**src/rtl/trg_out_ctrl_pkg.sv**
```systemverilog
// Shared types and constants for the trigger output controller.
package trg_out_ctrl_pkg;

    // Encoding of the idle state; the other states follow it.
    localparam logic [1:0] IDLE = 2'd0;

    typedef enum logic [1:0] {
        ST_IDLE  = IDLE,
        ST_PULSE = IDLE + 2'd1,
        ST_DEAD  = IDLE + 2'd2
    } trgState_t;

    // One check trigger every 4096 effective triggers.
    localparam logic [11:0] CHK_PERIOD_MASK = 12'hFFF;

    localparam int PULSE_CNT_W = 8;
    localparam int DEAD_CNT_W  = 16;

    // True when the count of already-issued triggers lands on a check slot.
    // A count of zero (including wrap) never selects the check width.
    function automatic logic isCheckCount(input logic [15:0] cnt);
        return ((cnt[11:0] & CHK_PERIOD_MASK) == 12'd0) && (cnt != 16'd0);
    endfunction

endpackage

```
**src/rtl/trg_out_ctrl_edge_det.sv**
```systemverilog
// Registers one trigger source and flags its rising edge.
module trg_edge_det (
    input  logic clk_in,
    input  logic rst_in,
    input  logic sig_in,
    output logic rise_out
);

    logic r_cur;
    logic r_prev;

    // Keep the current and previous sampled level of the source.
    always_ff @(posedge clk_in or posedge rst_in) begin
        if (rst_in) begin
            r_cur  <= 1'b0;
            r_prev <= 1'b0;
        end else begin
            r_cur  <= sig_in;
            r_prev <= r_cur;
        end
    end

    assign rise_out = r_cur & ~r_prev;

endmodule

```
**src/rtl/trg_out_ctrl.sv**
```systemverilog
// Trigger output controller: merges three trigger sources into one
// effective trigger, drives the active-low front-end pulse and a DAQ busy
// flag that spans the pulse plus a programmable dead time.
// Define CHK_TRG_EN to stretch every 4096th pulse to the check width.
module trg_out_ctrl
    import trg_out_ctrl_pkg::*;
#(
    parameter int TRG_PULSE_WIDTH = 20,
    parameter int CHK_PULSE_WIDTH = 50,
    parameter int DEAD_UNIT       = 50
) (
    input  logic        clk_in,
    input  logic        rst_in,
    input  logic        coincid_trg_in,
    input  logic        ext_trg_syn_in,
    input  logic        cycled_trg_in,
    input  logic        trg_enb_in,
    input  logic [7:0]  trg_dead_time_in,
    input  logic [15:0] eff_trg_cnt_in,
    output logic        eff_trg_out,
    output logic        trg_out_N,
    output logic        daq_busy_out
);

    localparam logic [PULSE_CNT_W-1:0] W_TRG   = PULSE_CNT_W'(TRG_PULSE_WIDTH);
    localparam logic [PULSE_CNT_W-1:0] W_CHK   = PULSE_CNT_W'(CHK_PULSE_WIDTH);
    localparam logic [DEAD_CNT_W-1:0]  W_UNIT  = DEAD_CNT_W'(DEAD_UNIT);
    localparam logic [PULSE_CNT_W-1:0] P_ONE   = PULSE_CNT_W'(1);
    localparam logic [DEAD_CNT_W-1:0]  D_ONE   = DEAD_CNT_W'(1);

    logic                   w_riseCoinc;
    logic                   w_riseExt;
    logic                   w_riseCycled;
    logic                   w_trigReq;
    logic [PULSE_CNT_W-1:0] w_width;
    trgState_t              r_state;
    trgState_t              w_nextState;
    logic                   w_start;
    logic                   w_loadDead;
    logic [PULSE_CNT_W-1:0] r_pulseCnt;
    logic [DEAD_CNT_W-1:0]  r_deadCnt;
    logic                   r_start;
    logic                   r_effOut;
    logic                   r_trgOutN;
    logic                   r_busyOut;

    trg_edge_det u_edgeCoinc (
        .clk_in   (clk_in),
        .rst_in   (rst_in),
        .sig_in   (coincid_trg_in),
        .rise_out (w_riseCoinc)
    );

    trg_edge_det u_edgeExt (
        .clk_in   (clk_in),
        .rst_in   (rst_in),
        .sig_in   (ext_trg_syn_in),
        .rise_out (w_riseExt)
    );

    trg_edge_det u_edgeCycled (
        .clk_in   (clk_in),
        .rst_in   (rst_in),
        .sig_in   (cycled_trg_in),
        .rise_out (w_riseCycled)
    );

    assign w_trigReq = (w_riseCoinc | w_riseExt | w_riseCycled) & trg_enb_in;

`ifdef CHK_TRG_EN
    assign w_width = isCheckCount(eff_trg_cnt_in) ? W_CHK : W_TRG;
`else
    logic w_unusedCnt;
    assign w_unusedCnt = ^eff_trg_cnt_in;
    assign w_width     = W_TRG;
`endif

    // State register.
    always_ff @(posedge clk_in or posedge rst_in) begin
        if (rst_in) begin
            r_state <= ST_IDLE;
        end else begin
            r_state <= w_nextState;
        end
    end

    // Next state plus counter-load strobes; requests outside idle are dropped.
    always_comb begin
        w_nextState = r_state;
        w_start     = 1'b0;
        w_loadDead  = 1'b0;
        case (r_state)
            ST_IDLE: begin
                if (w_trigReq) begin
                    w_nextState = ST_PULSE;
                    w_start     = 1'b1;
                end
            end
            ST_PULSE: begin
                if (r_pulseCnt == P_ONE) begin
                    if (trg_dead_time_in == 8'd0) begin
                        w_nextState = ST_IDLE;
                    end else begin
                        w_nextState = ST_DEAD;
                        w_loadDead  = 1'b1;
                    end
                end
            end
            ST_DEAD: begin
                if (r_deadCnt == D_ONE) begin
                    w_nextState = ST_IDLE;
                end
            end
            default: begin
                w_nextState = ST_IDLE;
            end
        endcase
    end

    // Pulse and dead-time down-counters, loaded on entry to their state.
    always_ff @(posedge clk_in or posedge rst_in) begin
        if (rst_in) begin
            r_pulseCnt <= '0;
            r_deadCnt  <= '0;
        end else begin
            if (w_start) begin
                r_pulseCnt <= w_width;
            end else if (r_state == ST_PULSE && r_pulseCnt != '0) begin
                r_pulseCnt <= r_pulseCnt - P_ONE;
            end
            if (w_loadDead) begin
                r_deadCnt <= DEAD_CNT_W'(trg_dead_time_in) * W_UNIT;
            end else if (r_state == ST_DEAD && r_deadCnt != '0) begin
                r_deadCnt <= r_deadCnt - D_ONE;
            end
        end
    end

    // Registered outputs, one cycle behind the state so all three align.
    always_ff @(posedge clk_in or posedge rst_in) begin
        if (rst_in) begin
            r_start   <= 1'b0;
            r_effOut  <= 1'b0;
            r_trgOutN <= 1'b1;
            r_busyOut <= 1'b0;
        end else begin
            r_start   <= w_start;
            r_effOut  <= r_start;
            r_trgOutN <= (r_state != ST_PULSE);
            r_busyOut <= (r_state != ST_IDLE);
        end
    end

    assign eff_trg_out  = r_effOut;
    assign trg_out_N    = r_trgOutN;
    assign daq_busy_out = r_busyOut;

endmodule

```
**config.mk**
```make
export PLATFORM = sky130hd
export DESIGN_NAME = trg_out_ctrl
export DESIGN_NICKNAME = d
export VERILOG_FILES = /design/src/rtl/trg_out_ctrl_pkg.sv /design/src/rtl/trg_out_ctrl_edge_det.sv /design/src/rtl/trg_out_ctrl.sv
export SDC_FILE = /design/constraint.sdc
export NUM_CORES = 1
export LEC_CHECK = 0
export ABC_AREA = 1
export CAP_MARGIN = 20
export CORE_MARGIN = 5
export CORE_UTILIZATION = 55
export DETAILED_ROUTE_END_ITERATION = 16
export PLACE_DENSITY = 0.85
export SYNTH_ARGS = -nofsm -noshare
export SYNTH_HDL_FRONTEND = slang
export SYNTH_SLANG_ARGS = --single-unit
export TNS_END_PERCENT = 5
```
**constraint.sdc**
```tcl
create_clock -name clk_in -period 2.3 [get_ports clk_in]
set_input_delay 0.23 -clock clk_in [delete_from_list [all_inputs] [get_ports clk_in]]
set_output_delay 0.23 -clock clk_in [all_outputs]
set_load 0.005 [all_outputs]
```
==> metrics.txt <==
min Tclk post-route=2.21 ns; share of the synthesized area in the top cell type=0.306; crit path launch type=input port; Iter 0 DRT Violations=165; die area=6740 sq um; Antenna Violating Nets Remaining=0; WP data required=2.49 ns; CTS buffer count=5; Core ar.=5070 sq um; Largest delay share family, worst path=adder cells; DRC Markers=0; Synth area leaders=dfrtp_1, ha_1, nand2_1, inv_1, nand3_1; drt pass-1 iters=4; Clock Path Buffers=2; cts hold-fix bufs=0; drt wl/cell=13.3 um; TritonCTS clock tree=yes; Critical-path top delay cell=fa_1; Slew Limit Fails=0; Net count, final=501; Place WS=-0.661 ns; Rows=26; fmax=0.453 GHz; worst setup path class=in -> reg; drt total wl=6660 um; CP max FO=4; initial antenna violation count=0; layout cell share with drive strength beyond 1=0.215; CP cell instances=buf_2 > buf_6 > ha_4 > ha_4 > inv_2 > fa_1 > inv_2 > ha_4 > or2_4 > nand3_2 > nand2_1 > nand2_1 > nand2_1 > nand2_1 > nand2_1 > nand2_1 > nand2_1; hold crit path type=in -> async; via count=2599; largest net degree at the start of global routing=37; WP buf/inv=4; Largest stage delay, worst path=0.50 ns; post-synthesis area per instance=7.41 sq um; vias in the first global route=2686; Die H=82.1 um; Fill cells=387; Critical Path AT=2.40 ns; Clk Latency, worst-skew pair=0.29 ns; Ys Warns=0; synth unique cells=32; setup violators final=0; HPWL after DPL=4820 um; Max-Cap Viols=0; Worst-path clk slew=0.08 ns; Final period util=0.959; slew margin rel.=0.702; GPL Wtd Cong=0.878; CTS Sinks=36; LEAKAGE=1.85 nW; worst vdd rail ir drop=0.435 mV; Setup Skew=0.00902 ns; Synth Cell Area=2860 sq um; most used cell, CP=nand2_1; Yosys reg bits=36; Mapped Cells=386; Worst-Margin Slew=0.447 ns; area added between synthesis and finish=25.9%; Synth area leader=dfrtp_1; final core utilization=0.709; setup ws final=0.0933 ns; vias per cell=5.18; final hold violations=0; first-pass GRT wire length=11200 um; gr usage total=0.215; Synthesized Nets=456; Initial Util=0.563; chip width=82.1 um; CP endpoint kind=flip-flop; Power Dens Cells=940 nW/um^2; H-tree depth=2; Inserted Diodes=0; postcts setup bufs=0; run status=complete, no violations; IO Count=33; I/O Buffers=16; sequential area share after synthesis=0.316; Congestion Overflow GR=0; Clock Tree Root=clkbuf_8
[path summary, 6_finish.rpt]
| check | startpoint | end | slack (ns) | cells after the start |
|---|---|---|---|---|
| max | trg_dead_time_in[2] | r_deadCnt[11] | 0.09 | 17 |
| min | rst_in | r_state[1] | 0.34 | 3 |
| max reg2reg | r_deadCnt[0] | r_deadCnt[13] | 0.31 | 10 |
| min reg2reg | r_start | eff_trg_out | 0.36 | 0 |
| max in group asynchronous | rst_in | trg_out_N | 1.62 | 3 |
| min in group clk_in | r_start | eff_trg_out | 0.36 | 0 |
[metrics by stage]
step	hold WS [ns]	TNS (ns)	instance area, sq um	instances	power (mW)
2_1_floorplan	0.261	-0.00415	2880	386	2.31
3_3_place_gp	0.333	-4.40	3300	494	2.67
3_5_place_dp	0.344	-4.75	3300	494	2.76
4_1_cts	0.349	-0.00155	3480	502	3.30
5_1_grt	0.359	-0.0210	3600	502	3.72
6_report	0.339	0	3600	502	3.38
[layout make-up]
type	count	area [sq um]	share of cell area
clock buffer	6	82.6	0.0229
clock inverter	2	13.8	0.00382
inverter	61	234	0.0650
multi-input combinational	286	1950	0.542
sequential	36	902	0.251
tap	70	87.6	0.0243
timing repair buffer	41	329	0.0914
[cell usage in the layout (no fill, tap or decap), types with 2 or more instances in the layout]
master | Yosys | final
nand2_1 | 111 | 109
inv_1 | 60 | 55
nor2_1 | 38 | 38
dfrtp_1 | 35 | 35
nand3_1 | 36 | 34
buf_4 | 1 | 24
ha_1 | 37 | 19
ha_4 | 0 | 16
o21ai_0 | 13 | 13
xor2_1 | 9 | 9
clkdlybuf4s50_1 | 0 | 8
clkbuf_8 | 0 | 6
nand2_2 | 3 | 5
nor2_2 | 5 | 5
inv_2 | 0 | 5
a21oi_2 | 1 | 4
a21oi_1 | 8 | 4
nor2_4 | 3 | 3
o21ai_2 | 3 | 3
o21ai_1 | 3 | 3
nand3b_1 | 2 | 2
a21oi_4 | 1 | 2
nand3_2 | 0 | 2
xnor2_1 | 2 | 2
fa_2 | 0 | 2
ha_2 | 0 | 2
clkbuf_2 | 0 | 2
dlygate4sd2_1 | 0 | 2
buf_2 | 1 | 2
[synthesized netlist by cell type, drive strengths merged]
cell type / number
a22oi: 1
clkinv: 1
inv: 60
or2: 1
buf: 3
o22ai: 1
xor2: 9
nand3: 37
nand4: 1
dfstp: 1
a21oi: 10
fa: 3
xnor2: 2
nor3: 2
dfrtp: 35
nand3b: 2
ha: 37
nor2: 46
o21ai: 19
nand2: 115
[worst register-to-register path, cell delays in order (launching register included)]
cell	delay [ns]
dfrtp_1	0.47
inv_1	0.12
ha_1	0.20
nand2_2	0.13
nor2_4	0.19
nand2_2	0.09
nand2_4	0.09
nand2_2	0.25
buf_4	0.26
nand2_1	0.06
nand2_1	0.04
[repair_timing]
| item | CTS | global route |
|---|---|---|
| setup endpoints to repair | 8 | 6 |
| gates cloned | 0 | 0 |
| pin swaps | 7 | 9 |
| resized for setup | 30 | 24 |
[sequential cells by signal (all words and copies together), names as in the netlist]
name / cells
daq_busy_out: 1
eff_trg_out: 1
r_deadCnt: 16
r_pulseCnt: 8
r_start: 1
r_state: 2
trg_out_N: 1
u_edgeCoinc.r_cur: 1
u_edgeCoinc.r_prev: 1
u_edgeCycled.r_cur: 1
u_edgeCycled.r_prev: 1
u_edgeExt.r_cur: 1
u_edgeExt.r_prev: 1
[report_power, final]
group          internal, mW  leakage (nW)  total, mW  switching [mW]
clock                 0.244        0.0516      0.471           0.227
sequential            0.868         0.447       1.07           0.200
combinational         0.744          1.35       1.84            1.10
[logic make-up (layout without fill, tap and decap cells)]
group                      Yosys count  count (layout)  synth area share
xor gates and xnor gates            11              11            0.0337
and+or+nand+nor                    204             204             0.313
AOI/OAI and AO/OA                   31              31            0.0648
buffers and inverters               64             110            0.0902
DFF                                 36              36             0.316
adders and majority gates           40              40             0.183
[metal layers]
metal  share of wire  track usage  vias up
met3           0.054       0.0456       18
met1            0.41        0.245     1189
met4           0.033        0.106        0
met5               0            0        -
li1                -            -     1307
met2            0.50        0.380       85
No activity file was read; power rests on OpenSTA's default activity.
